===== src/rtl/bus_dev_port.sv =====
// bus_dev_port: per-device port between a device agent and the bus
// generator/arbiter. It holds a TX FIFO that the bus drains and an RX FIFO
// that captures bus deliveries addressed to this device. It also keeps
// saturating error counters.
//
// Handshake semantics (all strobes are sampled on the rising clk edge):
//   - pndng / rx_pndng act as "valid". They mean the FIFO head is
//     presented on D_pop / rx_data.
//   - pop / rx_pop act as "ready". When valid is high, a strobe in a cycle
//     consumes the head. When valid is low, the strobe is ignored.
//   - tx_push and push are fire-and-forget writes. They have no
//     backpressure. A write that finds no room is dropped and counted.
//   - A write into a full FIFO is still accepted when a read drains that
//     FIFO in the same cycle.
//   - Valid and head data depend only on registered state. A read strobe
//     therefore never reaches them combinationally.
module bus_dev_port #(
  parameter int          PCKG_SZ  = 24,
  parameter int          DEPTH    = 16,
  parameter logic [7:0]  DEV_ID   = 8'd0,
  parameter logic [7:0]  BCAST_ID = 8'hFF
) (
  input  logic               clk,
  input  logic               reset,
  // agent -> TX FIFO
  input  logic               tx_push,
  input  logic [PCKG_SZ-1:0] tx_data,
  output logic               tx_full,
  // TX FIFO -> bus
  output logic               pndng,
  output logic [PCKG_SZ-1:0] D_pop,
  input  logic               pop,
  // bus -> RX FIFO
  input  logic               push,
  input  logic [PCKG_SZ-1:0] D_push,
  // RX FIFO -> device
  input  logic               rx_pop,
  output logic               rx_pndng,
  output logic [PCKG_SZ-1:0] rx_data,
  // error counters
  output logic [15:0]        tx_ovf_cnt,
  output logic [15:0]        rx_ovf_cnt,
  output logic [15:0]        misroute_cnt
);

  localparam int            AW       = $clog2(DEPTH);
  localparam int            CW       = AW + 1;
  localparam logic [CW-1:0] FULL_CNT = CW'(DEPTH);
  localparam logic [15:0]   CNT_MAX  = 16'hFFFF;

  // ---------------------------------------------------------------- TX side
  logic [PCKG_SZ-1:0] tx_mem [DEPTH];
  logic [AW-1:0]      tx_wp;
  logic [AW-1:0]      tx_rp;
  logic [CW-1:0]      tx_cnt;
  logic               tx_rd;
  logic               tx_wr;
  logic               tx_drop;

  // A read only happens on a non-empty FIFO. A full FIFO makes room for a
  // write when it is read in the same cycle.
  always_comb begin
    tx_rd   = pop && (tx_cnt != '0);
    tx_wr   = tx_push && ((tx_cnt != FULL_CNT) || tx_rd);
    tx_drop = tx_push && !tx_wr;
  end

  // TX storage write. It is not reset, because the pointers define validity.
  always_ff @(posedge clk) begin
    if (!reset && tx_wr) tx_mem[tx_wp] <= tx_data;
  end

  // TX pointers, occupancy and overflow counter.
  always_ff @(posedge clk) begin
    if (reset) begin
      tx_wp      <= '0;
      tx_rp      <= '0;
      tx_cnt     <= '0;
      tx_ovf_cnt <= '0;
    end else begin
      if (tx_wr) tx_wp <= tx_wp + 1'b1;
      if (tx_rd) tx_rp <= tx_rp + 1'b1;
      if (tx_wr && !tx_rd)      tx_cnt <= tx_cnt + 1'b1;
      else if (tx_rd && !tx_wr) tx_cnt <= tx_cnt - 1'b1;
      if (tx_drop && (tx_ovf_cnt != CNT_MAX)) tx_ovf_cnt <= tx_ovf_cnt + 16'd1;
    end
  end

  // TX status and head data, taken from registered state only.
  always_comb begin
    pndng   = (tx_cnt != '0);
    tx_full = (tx_cnt == FULL_CNT);
    D_pop   = pndng ? tx_mem[tx_rp] : '0;
  end

  // ---------------------------------------------------------------- RX side
  logic [PCKG_SZ-1:0] rx_mem [DEPTH];
  logic [AW-1:0]      rx_wp;
  logic [AW-1:0]      rx_rp;
  logic [CW-1:0]      rx_cnt;
  logic [7:0]         rx_id;
  logic               rx_match;
  logic               rx_rd;
  logic               rx_wr;
  logic               rx_drop;
  logic               rx_misroute;

  // Destination filter, then the same accept rule as the TX side.
  always_comb begin
    rx_id       = D_push[PCKG_SZ-1:PCKG_SZ-8];
    rx_match    = (rx_id == DEV_ID) || (rx_id == BCAST_ID);
    rx_misroute = push && !rx_match;
    rx_rd       = rx_pop && (rx_cnt != '0);
    rx_wr       = push && rx_match && ((rx_cnt != FULL_CNT) || rx_rd);
    rx_drop     = push && rx_match && !rx_wr;
  end

  // RX storage write. It is not reset, because the pointers define validity.
  always_ff @(posedge clk) begin
    if (!reset && rx_wr) rx_mem[rx_wp] <= D_push;
  end

  // RX pointers, occupancy, overflow and misroute counters.
  always_ff @(posedge clk) begin
    if (reset) begin
      rx_wp        <= '0;
      rx_rp        <= '0;
      rx_cnt       <= '0;
      rx_ovf_cnt   <= '0;
      misroute_cnt <= '0;
    end else begin
      if (rx_wr) rx_wp <= rx_wp + 1'b1;
      if (rx_rd) rx_rp <= rx_rp + 1'b1;
      if (rx_wr && !rx_rd)      rx_cnt <= rx_cnt + 1'b1;
      else if (rx_rd && !rx_wr) rx_cnt <= rx_cnt - 1'b1;
      if (rx_drop && (rx_ovf_cnt != CNT_MAX)) rx_ovf_cnt <= rx_ovf_cnt + 16'd1;
      if (rx_misroute && (misroute_cnt != CNT_MAX))
        misroute_cnt <= misroute_cnt + 16'd1;
    end
  end

  // RX status and head data, taken from registered state only.
  always_comb begin
    rx_pndng = (rx_cnt != '0);
    rx_data  = rx_pndng ? rx_mem[rx_rp] : '0;
  end

endmodule


===== config.mk =====
export PLATFORM = sky130hd
export DESIGN_NAME = bus_dev_port
export DESIGN_NICKNAME = d
export VERILOG_FILES = /design/src/rtl/bus_dev_port.sv
export SDC_FILE = /design/constraint.sdc
export NUM_CORES = 1
export LEC_CHECK = 0
export ABC_AREA = 1
export CAP_MARGIN = 20
export CORE_UTILIZATION = 40
export DETAILED_ROUTE_END_ITERATION = 16
export SLEW_MARGIN = 20
export SYNTH_ARGS = -nofsm -noshare
export SYNTH_HDL_FRONTEND = slang
export SYNTH_SLANG_ARGS = --single-unit

===== constraint.sdc =====
create_clock -name clk -period 4.4 [get_ports clk]
set_clock_uncertainty 0.05 [all_clocks]
set_input_delay 0.88 -clock clk [delete_from_list [all_inputs] [get_ports clk]]
set_output_delay 0.88 -clock clk [all_outputs]
set_load 0.02 [all_outputs]

# ---- Word-level counts from Yosys, hierarchy flattened
# Memory sizes are Yosys's and may differ from the RTL's. A register that Yosys moved wholly into a read port is not among the register bits.
# Index checks and enable logic that the tools add are counted.
dict set report totals {
  input_bits 54
  mem_bits_rw 768
  reg_bits 74
  wordCells 74
  output_inout_bits 99
  mem_count 2
}
# memory words word_bits rd rd_ports_with_merged_regs wr line_no
set memory_table {}
lappend memory_table {rx_mem 16 24 1 1 1 97} ;# logic [PCKG_SZ-1:0] rx_mem [DEPTH];
lappend memory_table {tx_mem 16 24 1 1 1 52} ;# logic [PCKG_SZ-1:0] tx_mem [DEPTH];
dict set report classes {
  muxes 14
  n_addsub 11
  eq_ne 7
  reduce_logical 31
}
# cell count
set op_table {}
lappend op_table {{adder 16 x 1 -> 16 bit, second input constant} 3}
lappend op_table {{2-to-1 mux 24 bit} 2}
lappend op_table {{!= test 16 bit, second input constant} 3}
lappend op_table {{2-to-1 mux 5 bit} 4}
lappend op_table {{logical AND 1 bit} 17}
lappend op_table {{adder 4 x 1 -> 4 bit, second input constant} 4}
lappend op_table {{2-to-1 mux 4 bit} 4}
lappend op_table {{adder 5 x 1 -> 5 bit, second input constant} 2}
lappend op_table {{!= test 5 bit, second input constant} 2}
lappend op_table {{nonzero test 5 bit} 2}
lappend op_table {{subtractor 5 x 1 -> 5 bit, second input constant} 2}
lappend op_table {{== test 8 bit, second input constant} 1}
lappend op_table {{zero test 8 bit} 1}
lappend op_table {{zero test 1 bit} 6}
lappend op_table {{== test 5 bit, second input constant} 1}
lappend op_table {{2-to-1 mux 1 bit} 4}
lappend op_table {{nonzero test 2 bit} 2}
lappend op_table {{logical OR 1 bit} 3}

# ---- Depth between registers and ports, before layout
dict set report logic_depth {
  ltp_word 8
  ltp_mapped 15
  ltp_nobuf 15
}

# ---- Least setup slack after synthesis
# No wires, ideal clock.
dict set report synth_path {
  path_type {input-to-reg}
  start {input pop}
  end {memory tx_mem[11][0] (enable)}
  path_buffers 0
  slack_ps 824
  path_stages 6
  arrival_ps 3090
  required_ps 3915
  cell_sequence {inv_1 nand4_1 nand2_1 nor2_1 inv_1 nor3_1}
}
dict set report synth_between {
  elab_chain_len 6
}
# item line_no
set synth_lines {}
lappend synth_lines {{from (decl)} 32} ;# input logic pop,
lappend synth_lines {{logical AND 1 bit} 63} ;# tx_rd = pop && (tx_cnt != '0);
lappend synth_lines {{logical OR 1 bit} 64} ;# tx_wr = tx_push && ((tx_cnt != FULL_CNT) || tx_rd);
lappend synth_lines {{logical AND 1 bit} 64}
lappend synth_lines {{logical AND 1 bit} 70} ;# if (!reset && tx_wr) tx_mem[tx_wp] <= tx_data;
lappend synth_lines {{2-to-1 mux 1 bit} 70}
lappend synth_lines {{2-to-1 mux 1 bit (not written as such)} 70}
lappend synth_lines {{to (decl)} 52}
# Every way passes these cells.

==> flow_summary_export.csv <==
group,metric,value,unit
floorplanning,io_pins,153,
placed_design,io_buffer_count,152,
final_layout,area_delta_synth_final,17.1,%
yosys,synth_edf_count,768,
global_route,grt_pass1_vias,22400,
floorplanning,die_area,88900,µm²
final_layout,layout.nets,3349,
worst_setup_path,critPathRequiredTime,3.47,ns
power_and_ir_drop,irDropWorstVdd,483,µV
sta,setup_tns,0,ns
sta,hold_viol,0,
worst_setup_path,reg2regPathDepth,14,
sta,max_slew.worst_pin.slew,0.917,ns
yosys,ys_seq_area_frac,0.704,
yosys,ys_top_cells_by_count,"nand2_1 (965), edfxtp_1 (768), nand3_1 (614), nor2_1 (156), a21oi_1 (145)",
yosys,async_reset_ff_frac,0,
placed_design,hpwlAfterDp,46400,µm
worst_setup_path,r2r_setup_slack,1.34,ns
clock_tree,clkLatencyLatePin,0.66,ns
yosys,synthFlopType,"edfxtp_1",
clock_tree,path_clk_slew,0.06,ns
route,route.detailed.drc,0,
yosys,synth_seq_cells,850,
yosys,synthTopCellsByArea,"edfxtp_1 (66%), nand2_1 (10%), nand3_1 (8.8%), dfxtp_1 (4.7%), a21oi_1 (2.1%)",
global_route,grt_max_degree,97,
yosys,synth_top_area_share,0.657,
job,drv_cap,0,
sta,rsz0062_at_grt,"false",
global_route,grt_use_total,0.195,
clock_tree,cts-root-buf,"clkbuf_16",
route,drt-wirelength-per-cell,19.4,µm
yosys,synthCells,3131,
route,drt_first_pass_iters,5,
worst_setup_path,cp-start-kind,"register",
floorplanning,placementRows,108,
global_route,gr-total-overflow,0,
yosys,yosys_warnings,0,
route,drt-vias-per-instance,5.20,
route,drt-initial-drc-count,1970,
hold_path,hold_path.class,"register to register",
clock_tree,cts_max_level,3,
floorplanning,start_util,0.404,
status,outcome,"completed",
sta,post-route-period-util,0.942,
floorplanning,dieWidth,298,µm
final_layout,layout-drive-gt1-share,0.0797,
route,postRouteAntennaNets,0,
clock_tree,post_cts_buffers,0,
worst_setup_path,r2r_start,"tx_cnt[0]",
yosys,avgSynthCellArea,11.2,µm²
placed_design,gp_congestion,0.767,
global_route,antenna_found_initial,7,
power_and_ir_drop,power.leakage,14.2,nW
yosys,synth_cell_type_count,31,
clock_tree,tritoncts,"yes",
floorplanning,die_h,298,µm
worst_setup_path,r2r_end,"tx_cnt[4]",
yosys,synth_area,35100,µm²
power_and_ir_drop,power.density,538,nW/µm²
clock_tree,clockBufferDepth,3,
route,routed_wl,87500,µm
clock_tree,cts.sinks,850,
sta,min_period,4.15,ns
worst_setup_path,cp.arrival,3.22,ns
worst_setup_path,crit_end,"D_pop[5]",
worst_setup_path,critPathKind,"register to output pin",
global_route,grt_pass1_wl,134000,µm
final_layout,final_core_util,0.474,
sta,finalSetupViolCount,0,
sta,slew_headroom,0.387,
yosys,synth_top_cell_by_area,"edfxtp_1",
worst_setup_path,critPathMaxFanout,44,
clock_tree,cts_buffers,90,
worst_setup_path,end_kind,"output pin",
floorplanning,core,86800,µm²
sta,fmax,0.241,GHz
yosys,yosysMostFrequentCell,"nand2_1",
route,num_vias,23500,
yosys,syn_nets,3208,
sta,finalMaxSlewViolations,0,
==> flip-flops by register name (all words and copies together), names as in the netlist, 5 cells and up, named ones only <==
register      cells
tx_mem          384
rx_ovf_cnt       16
tx_cnt            5
rx_cnt            5
rx_mem          384
tx_ovf_cnt       16
misroute_cnt     16
==> worst max-delay path: stages, from the launching register on <==
cell and delay (ns):
dfxtp_4 0.48, inv_8 0.30, buf_4 0.36, nand2_1 0.08, nand3_1 0.07, nand3_1 0.09, a21oi_1 0.18, o21a_1 0.29
clkdlybuf4s50_1 0.67
==> worst min-delay path by stage <==
stage               cells past startpoint  slack [ns]  startpoint       end
global route                            2        0.45    tx_rp[2]  register
detailed placement                      2        0.42    rx_rp[2]  register
floorplan                               2        0.40    tx_rp[2]  register
global placement                        2        0.41    rx_rp[2]  register
CTS                                     2        0.43    rx_rp[2]  register
finish                                  2        0.43    rx_rp[2]  register
==> kinds of logic (layout without fill, tap and decap cells) <==
logic type / Yosys count / after routing / synth area share
simple gates: 1770 / 1770 / 0.214
xor+xnor: 28 / 28 / 0.00699
flops: 850 / 850 / 0.704
buf+inv: 245 / 462 / 0.0316
fa+ha+maj: 23 / 23 / 0.00863
other cells: 0 / 3 / 0
compound gates: 215 / 215 / 0.0344
==> cell usage in the layout, fill, tap and decap left out, types with 3 or more instances in the layout <==
cell type / count
a21oi_1: 145
nor2_2: 8
diode_2: 3
nor2_4: 28
nand3_1: 614
clkinv_1: 15
edfxtp_1: 768
nand4_1: 8
nor2_1: 128
buf_4: 57
inv_2: 7
o21ai_0: 19
ha_1: 21
clkbuf_16: 90
clkdlybuf4s50_1: 151
nor3_2: 4
clkinvlp_4: 4
nand2_1: 965
clkbuf_1: 23
dfxtp_4: 4
clkinv_16: 3
o21a_1: 48
nor3_1: 6
xnor2_1: 13
xor2_1: 15
buf_12: 13
dfxtp_1: 76
inv_1: 59
bufinv_16: 6
inv_6: 4
clkinv_2: 18
==> final cells by class <==
cell class | count | area [µm²]
inverters | 70 | 278
repair buffers | 224 | 2230
clock inverters | 53 | 544
flip-flops and latches | 850 | 24700
fillers | 7847 | 45700
clock buffers | 115 | 2370
multi-input cells | 2036 | 9490
diodes | 3 | 7.51
well taps | 1155 | 1450
==> what timing repair did <==
item,in CTS,in global routing
endpoints found under the setup margin,0,3
hold buffers,0,0
hold endpoints to repair,0,0
resized for setup,0,3
==> through the flow <==
stage	instance area, µm²	hold slack [ns]	worst slack (ns)	power (mW)	instances
after CTS	41100	0.429	0.123	22.3	4503
after global routing	41100	0.446	0.0547	23.1	4506
after global placement	38200	0.414	0.609	14.8	4335
after floorplan	35100	0.397	0.824	12.8	3131
after detailed placement	38200	0.416	0.592	14.9	4335
final	41100	0.429	0.255	22.1	4506
==> report_power, final <==
| part | internal (mW) | leakage, nW | total, mW | switching, mW |
|---|---|---|---|---|
| logic | 1.99 | 5.21 | 5.61 | 3.62 |
| clock network | 4.21 | 1.41 | 7.41 | 3.20 |
| registers | 8.92 | 7.58 | 9.07 | 0.158 |
==> layer usage <==
| layer | share of wire | GRT usage | up-vias |
|---|---|---|---|
| met2 | 0.48 | 0.314 | 704 |
| met3 | 0.061 | 0.0337 | 153 |
| met1 | 0.44 | 0.267 | 11300 |
| met5 | 0.00061 | 0 | - |
| met4 | 0.026 | 0.0669 | 8 |
| li1 | - | - | 11200 |
Note: power is estimated with default switching activity, not from simulation.
